[src/rtl/ssdu_frame_rd.sv]
// ssdu_frame_rd: rebuilds SOP/EOF frames from the extension-box CMM read FIFO and
// hands them to the SSDU transmitter; defining SSDU_CHKSUM_EN appends a 16-bit sum word.
module ssdu_frame_rd #(
   parameter logic [8:0] MAX_WORDS = 9'd256
) (
   input  logic        clk_12_5m,
   input  logic        rst_12_5m,
   input  logic        excmm_ssdu_empty,
   input  logic        excmm_ssdu_dval,
   input  logic [17:0] excmm_ssdu_data,
   output logic        ssdu_excmm_rdreq,
   input  logic        ssdu_tx_rdy,
   output logic        ssdu_tx_dval,
   output logic        ssdu_tx_sop,
   output logic        ssdu_tx_eop,
   output logic        ssdu_tx_err,
   output logic [15:0] ssdu_tx_data,
   output logic [15:0] frm_cnt,
   output logic [7:0]  err_cnt
);
   typedef enum logic [1:0] {IDLE, DATA, CHKSUM, DISCARD} state_t;
   state_t      state_q, state_d;
   logic [18:0] b0_q, b0_d, b1_q, b1_d, w;
   logic [1:0]  occ_q, occ_d, occ_p;
   logic [8:0]  cnt_q, cnt_d;
   logic [15:0] frm_q, frm_d;
   logic [7:0]  err_q, err_d, err_inc;
   logic        rdreq_q, rdreq_d, pend_q, push, pop, acc, take, sop, eof;
   logic [15:0] din;
`ifdef SSDU_CHKSUM_EN
   localparam logic EOF_EOP = 1'b0;
   logic [15:0] sum_q, sum_d;
`else
   localparam logic EOF_EOP = 1'b1;
`endif
   assign sop     = excmm_ssdu_data[17];
   assign eof     = excmm_ssdu_data[16];
   assign din     = excmm_ssdu_data[15:0];
   assign acc     = excmm_ssdu_dval && pend_q;
   assign take    = acc && ((state_q == IDLE && sop) || (state_q == DATA && !sop));
   assign err_inc = (err_q == 8'hFF) ? err_q : err_q + 8'd1;
   assign ssdu_excmm_rdreq = rdreq_q;
   assign ssdu_tx_dval     = occ_q != 2'd0;
   assign {ssdu_tx_sop, ssdu_tx_eop, ssdu_tx_err, ssdu_tx_data} = b0_q;
   assign frm_cnt = frm_q;
   assign err_cnt = err_q;
   // frame parser: decides what (if anything) is pushed this cycle and tracks counters
   always_comb begin
      push    = 1'b0;
      w       = '0;
      state_d = state_q;
      cnt_d   = cnt_q;
      frm_d   = frm_q;
      err_d   = err_q;
`ifdef SSDU_CHKSUM_EN
      sum_d   = sum_q;
`endif
      if (acc && state_q == IDLE && !sop) err_d = err_inc;
      if (acc && state_q == DATA && sop) begin
         push    = 1'b1;
         w       = {3'b011, 16'h0000};
         err_d   = err_inc;
         state_d = IDLE;
      end
      if (take) begin
         push    = 1'b1;
         w       = {sop, 2'b00, din};
         cnt_d   = sop ? 9'd1 : cnt_q + 9'd1;
         state_d = DATA;
`ifdef SSDU_CHKSUM_EN
         sum_d   = (sop ? 16'h0000 : sum_q) + din;
`endif
         if (eof) begin
            w[17] = EOF_EOP;
`ifdef SSDU_CHKSUM_EN
            state_d = CHKSUM;
`else
            frm_d   = frm_q + 16'd1;
            state_d = IDLE;
`endif
         end else if (!sop && cnt_q == MAX_WORDS - 9'd1) begin
            w[17:16] = 2'b11;
            err_d    = err_inc;
            state_d  = DISCARD;
         end
      end
`ifdef SSDU_CHKSUM_EN
      if (state_q == CHKSUM && occ_q != 2'd2) begin
         push    = 1'b1;
         w       = {3'b010, sum_q};
         frm_d   = frm_q + 16'd1;
         state_d = IDLE;
      end
`endif
      if (acc && state_q == DISCARD && eof) state_d = IDLE;
   end
   // two-entry output buffer; head entry is cleared when the buffer drains
   always_comb begin
      pop   = (occ_q != 2'd0) && ssdu_tx_rdy;
      occ_p = occ_q - {1'b0, pop};
      occ_d = occ_p + {1'b0, push};
      b0_d  = pop ? b1_q : b0_q;
      b1_d  = b1_q;
      if (push && occ_p == 2'd0) b0_d = w;
      if (push && occ_p != 2'd0) b1_d = w;
      if (occ_d == 2'd0) b0_d = '0;
      rdreq_d = !excmm_ssdu_empty && !rdreq_q && !(excmm_ssdu_dval && eof) &&
                state_q != CHKSUM && occ_d <= 2'd1;
   end
   // state registers
   always_ff @(posedge clk_12_5m) begin
      if (rst_12_5m) begin
         state_q <= IDLE;
         b0_q    <= '0;
         b1_q    <= '0;
         occ_q   <= '0;
         cnt_q   <= '0;
         frm_q   <= '0;
         err_q   <= '0;
         rdreq_q <= 1'b0;
         pend_q  <= 1'b0;
`ifdef SSDU_CHKSUM_EN
         sum_q   <= '0;
`endif
      end else begin
         state_q <= state_d;
         b0_q    <= b0_d;
         b1_q    <= b1_d;
         occ_q   <= occ_d;
         cnt_q   <= cnt_d;
         frm_q   <= frm_d;
         err_q   <= err_d;
         rdreq_q <= rdreq_d;
         pend_q  <= rdreq_q;
`ifdef SSDU_CHKSUM_EN
         sum_q   <= sum_d;
`endif
      end
   end
endmodule
[config.mk]
export PLATFORM = sky130hd
export DESIGN_NAME = ssdu_frame_rd
export DESIGN_NICKNAME = d
export VERILOG_FILES = /design/src/rtl/ssdu_frame_rd.sv
export SDC_FILE = /design/constraint.sdc
export NUM_CORES = 1
export LEC_CHECK = 0
export CORE_MARGIN = 2
export CORE_UTILIZATION = 25
export DETAILED_ROUTE_END_ITERATION = 8
export HOLD_SLACK_MARGIN = 0.06
export PLACE_DENSITY = 0.47
export SKIP_LAST_GASP = 1
export SLEW_MARGIN = 0
export SYNTH_ARGS = -nofsm -noshare
export SYNTH_HDL_FRONTEND = slang
export SYNTH_SLANG_ARGS = --single-unit
[constraint.sdc]
create_clock -name clk_12_5m -period 3.25 [get_ports clk_12_5m]
set_input_delay 0.4875 -clock clk_12_5m [delete_from_list [all_inputs] [get_ports clk_12_5m]]
set_output_delay 0.4875 -clock clk_12_5m [all_outputs]
set_load 0.01 [all_outputs]
Word-level counts from Yosys, hierarchy flattened:

Index checks and enable logic that the tools add are counted.
W data, S select, Z words.

* flip-flop bits (word level): 77
* bits of input ports: 23
* logic and storage cells: 74

* add/subtract/negate cells: 5
* magnitude comparators: 1
* equality and inequality tests: 5
* multiplexer cells: 20
* reductions and logical operators: 34

Operator list (count)
* $mux W19: 3
* $mux W8: 6
* $logic_and A1 B1 Y1: 19
* $mux W18: 1
* $add A16 B1 Y16 const B: 1
* $mux W2: 5
* $add A9 B1 Y9 const B: 1
* $eq A9 B8 Y1 const B: 1
* $mux W9: 1
* $add A8 B1 Y8 const B: 1
* $eq A8 B8 Y1 const B: 1
* $reduce_bool A2 Y1: 4
* $logic_not A2 Y1: 3
* $logic_not A1 Y1: 4
* $mux W1: 4
* $reduce_or A2 Y1: 2
* $add A2 B1 Y2: 1
* $eq A2 B1 Y1 const B: 1
* $eq A2 B2 Y1 const B: 1
* $le A2 B1 Y1 const B: 1
* $ne A2 B2 Y1 const B: 1
* $reduce_and A2 Y1: 1
* $sub A2 B1 Y2: 1
* $logic_or A1 B1 Y1: 1

Longest topological paths before layout:

* word-level depth: 8
* depth in mapped cells: 10

Worst setup path before layout:

Ideal clock, no wire load.

* kind: register -> register
* start: register occ_q[1]
* end: register b0_q[10]
* data arrival time: 2.271 ns
* data required time: 3.122 ns
* path slack: 0.852 ns
* stages on the path, launching flop included: 11
* path buffers: 1
* period minus slack after synthesis: 2.398 ns
* path through: dfxtp_1 > o21ai_2 > inv_2 > ha_1 > inv_2 > ha_1 > xnor3_1 > nor2_1 > nor2_1 > buf_2 > a221oi_1

* cells in the longest elaborated chain, start to end: 6

RTL lines
* start, declared: RTL line 24 `logic [1:0] occ_q, occ_d, occ_p;`
* start signal, assigned: RTL line 116 `occ_q <= '0;`
* start signal, assigned: RTL line 129 `occ_q <= occ_d;`
* $reduce_bool A2 Y1: RTL line 99 `pop = (occ_q != 2'd0) && ssdu_tx_rdy;`
* $logic_and A1 B1 Y1: RTL line 99
* $sub A2 B1 Y2: RTL line 100 `occ_p = occ_q - {1'b0, pop};`
* $add A2 B1 Y2 / $logic_not A2 Y1 (equally long branches): RTL line 101, 104
* $logic_not A2 Y1 / $logic_and A1 B1 Y1 (equally long branches): RTL line 106, 104
* $reduce_or A2 Y1 (no line), or another cell as far along
* end signal, assigned: RTL line 114 `b0_q <= '0;`
* end signal, assigned: RTL line 127 `b0_q <= b0_d;`
* end, declared: RTL line 23 `logic [18:0] b0_q, b0_d, b1_q, b1_d, w;`

Several ways; a longest one is shown, not always the timed one.
A chain may end at the register's enable or synchronous reset.

Final worst setup path:

* start: register cnt_q[0]
* end: register err_q[3], in the netlist err_cnt[3]

* cells in the longest elaborated chain, start to end: 5

RTL lines
* start, declared: RTL line 25 `logic [8:0] cnt_q, cnt_d;`
* start signal, assigned: RTL line 130 `cnt_q <= cnt_d;`
* $eq A9 B8 Y1: RTL line 81 `end else if (!sop && cnt_q == MAX_WORDS - 9'd1) begin`
* $logic_and A1 B1 Y1: RTL line 81
* $mux W8: RTL line 81
* $mux W8: RTL line 73 `if (eof) begin`
* $mux W8: RTL line 65 `if (take) begin`
* end signal, assigned: RTL line 132 `err_q <= err_d;`
* end, declared: RTL line 27 `logic [7:0] err_q, err_d, err_inc;`

Every way passes these cells.

==> run summary <==
post-synthesis instance total = 407
Max Clk Rate = 392.3 MHz
Resize count post-CTS = 0
setup TNS = 0 ns
via/cell ratio = 4.847
Routed Antenna Nets = 0
worst r2r dst = err_cnt[3]
number of synthesized flops with an enable pin = 0
Synth cell types = 59
PortBufs = 67
measured slew at the worst slew-check pin = 0.8992 ns
DP Area = 4434 µm²
clk sinks = 77
# setup viols final = 0
startpoint types = flip-flop
CP endpoint = err_cnt[3]
fin util = 0.3390
max_slew headroom = 0.4005
largest net degree at the start of global routing = 36
CP endpoint kind = flip-flop
Synth Flop Type = dfxtp_1
Top-Level Pins = 68
CTS Buf Count = 9
Clock Pin Slew Worst Setup and Hold Paths = 0.07 ns
DP HPWL = 6406 µm
Worst Hold Class = reg -> reg
Initial Util = 0.2567
register area share after synthesis = 0.4309
Max Cap Viol = 0
syn avg cell area = 8.789 µm²
internal power = 0.001709 W
H-tree levels = 3
crit path time final = 2.549 ns
Tcrit/Tclk final = 0.7844
CP top delay family = simple AND/OR/NAND/NOR gates
CP Data Arrival Time = 2.82 ns
Synth Cell Area = 3577 µm²
Net Switching = 0.0007489 W
kind of critical path = reg -> reg
die height = 123.6 µm
critical path's largest stage delay = 0.52 ns
CTS tree = done
WL met3 = 410 µm
Synth top area share = 0.4309
worst reg-to-reg path cell count = 8
launch point of the worst reg-to-reg path = cnt_q[0]
overall routing resource usage = 0.1271
async set-or-reset flop fraction in the synthesized netlist = 0
status = finished, final reports clean
R2R Setup Slk = 0.70 ns
syn nets = 436
met1 WL = 4548 µm
Overflow after GRT = 0
number of cells on the critical path = 8
CTS Buffer Depth = 2
slowest CP cell = or4_1
most used cell along the critical path = ha_1
layout cells sized above 1 = 0.08996
diode count = 0
dominant cells by area after synthesis = dfxtp_1 (43%), nor2_1 (4.0%), a221oi_1 (3.9%)
RSZ-0062 raised after global routing = no
leakage power = 1.530 nW
post-layout instance area = 4723 µm²
critical path data required time = 3.52 ns
synth cell count leaders = dfxtp_1 (77), nor2_1 (38), nand2_1 (32), a21oi_1 (27), o21ai_0 (24)
die area = 15280 µm²
CP cell instances = ha_1, nand2_1, nor3_1, ha_1, nand2b_1, a211o_1, or4_1, a21oi_1
Initial DRC Count = 172
post-CTS setup buffers = 0
Clk pwr share = 0.395
highest metal layer with signal wires = met4
DR pass1 iterations = 4
Total Wirelength = 9387 µm
Net count, final = 502
DRC = 0
largest fanout on the critical path = 8
P&R area growth vs syn = 32.04%
Die Span X = 123.6 µm
worst skew pair latency = 0.33 ns
# hold bufs at CTS = 0
final hold vios = 0
# rows = 43
met2 routed WL = 4380 µm
#FFs+latches synth = 77
post-DR wirelength/cell = 14.27 µm
initial antenna violation count = 0
P per Cell Area = 520.4 nW/µm²
Flop pwr share = 0.410
yosys warns = 0
gpl congestion = 0.7688
top cell type by total area after synthesis = dfxtp_1
root buffer cell = clkbuf_16
Pins Over Slew Limit = 0
CP bufs+invs = 0
peak supply drop = 239.9 µV
vias in the first global route = 3003
most frequent cell after synthesis = dfxtp_1
Vias = 3189
Crit. Startpoint = cnt_q[0]
Net Sw Frac = 0.3047
first-pass GRT wire length = 15210 µm
Comb power frac = 0.195
core area = 13930 µm²
Final Skew = 0.009856 ns
[power by group through the flow]
stage	sequential [W]	combinational (W)	clock, W
after CTS	0.00101	0.000486	0.00101
after global placement	0.00103	0.000482	0
after detailed placement	0.00103	0.000485	0
after floorplan	0.00103	0.000293	0
after global routing	0.00101	0.000530	0.00105
final	0.00101	0.000480	0.000970
[worst register-to-register path, stage by stage (launching register included)]
cell and delay (ns):
dfxtp_1 0.39, ha_1 0.19, nand2_1 0.10, nor3_1 0.29, ha_1 0.27, nand2b_1 0.16
a211o_1 0.42, or4_1 0.52, a21oi_1 0.15
[cells by family (layout without fill, tap and decap cells)]
family | Yosys count | count (layout) | synth area share
and+or+nand+nor | 144 | 144 | 0.2176
AOI/OAI and AO/OA | 118 | 118 | 0.2225
DFF | 77 | 77 | 0.4309
buffers and inverters | 46 | 117 | 0.05561
xor gates and xnor gates | 12 | 12 | 0.04058
adders and majority gates | 6 | 6 | 0.02099
muxes | 4 | 4 | 0.01189
[flip-flops by register name (all words and copies together), names as in the netlist]
signal	flops
b0_q	19
ssdu_excmm_rdreq	1
occ_q	2
pend_q	1
frm_cnt	16
cnt_q	9
state_q	2
err_cnt	8
b1_q	19
[cell type report]
cell class | instances | area [µm²]
fill | 1424 | 9211
multi-input combinational | 284 | 1837
sequential | 77 | 1541
timing repair buffer | 77 | 740.7
clock buffer | 9 | 225.2
tap | 180 | 225.2
inverter | 24 | 90.09
clock inverter | 7 | 63.81
[worst min-delay path by stage]
stage	startpoint	end	cells after the start
after detailed placement	b1_q[18]	b1_q[18]	2
after CTS	b1_q[18]	b1_q[18]	2
after floorplan	b1_q[18]	b1_q[18]	2
final	b1_q[18]	b1_q[18]	2
after global placement	b1_q[18]	b1_q[18]	2
after global routing	b0_q[13]	b0_q[13]	2
[cell usage in the layout (no fill, tap or decap), types with 2 or more instances in the layout]
master           synthesis  final
nand2b_1                 3      3
inv_2                    3      3
a31oi_1                  2      2
ha_1                     6      6
xor2_1                   3      3
a311oi_1                 2      2
and4_1                   2      2
o21ai_0                 24     24
buf_4                    1     10
nand3_1                  9      9
xnor2_1                  6      6
inv_1                   21     21
a221oi_1                16     16
clkinvlp_4               0      2
nor2b_1                  5      5
or4_1                   10     10
nor4_1                   2      2
mux2i_1                  2      2
nor4b_1                  2      2
nor2_1                  38     38
inv_8                    0      2
or3_1                    8      8
inv_6                    0      2
and3_1                   6      6
nand4_1                 10     10
nor3_1                   5      5
clkbuf_16                0      9
dfxtp_1                 77     77
and2_1                   2      2
a21oi_1                 27     27
a211oi_1                 6      6
o21ai_1                  5      5
clkdlybuf4s50_1          0     66
or2_1                    2      2
a22oi_1                 17     17
o31ai_1                  9      9
nand2_1                 32     32
[per-stage QoR]
stage          instances  hold WS [ns]  power [W]  setup WS [ns]
4_1_cts              658        0.4657   0.002502         0.7086
3_5_place_dp         642        0.4561   0.001516         0.4421
5_1_grt              658        0.4850   0.002593         0.4397
2_1_floorplan        407        0.4357   0.001327         0.8517
3_3_place_gp         642        0.4443   0.001512         0.4823
6_report             658        0.4583   0.002458         0.7007
[metal layers]
layer  vias to the layer above  global-route usage
li1                       1633                   -
met1                      1491              0.1722
met2                        63              0.2012
met3                         2             0.02930
met4                         0             0.03835
met5                         -                   0
Power figures use the tool's default switching activity.
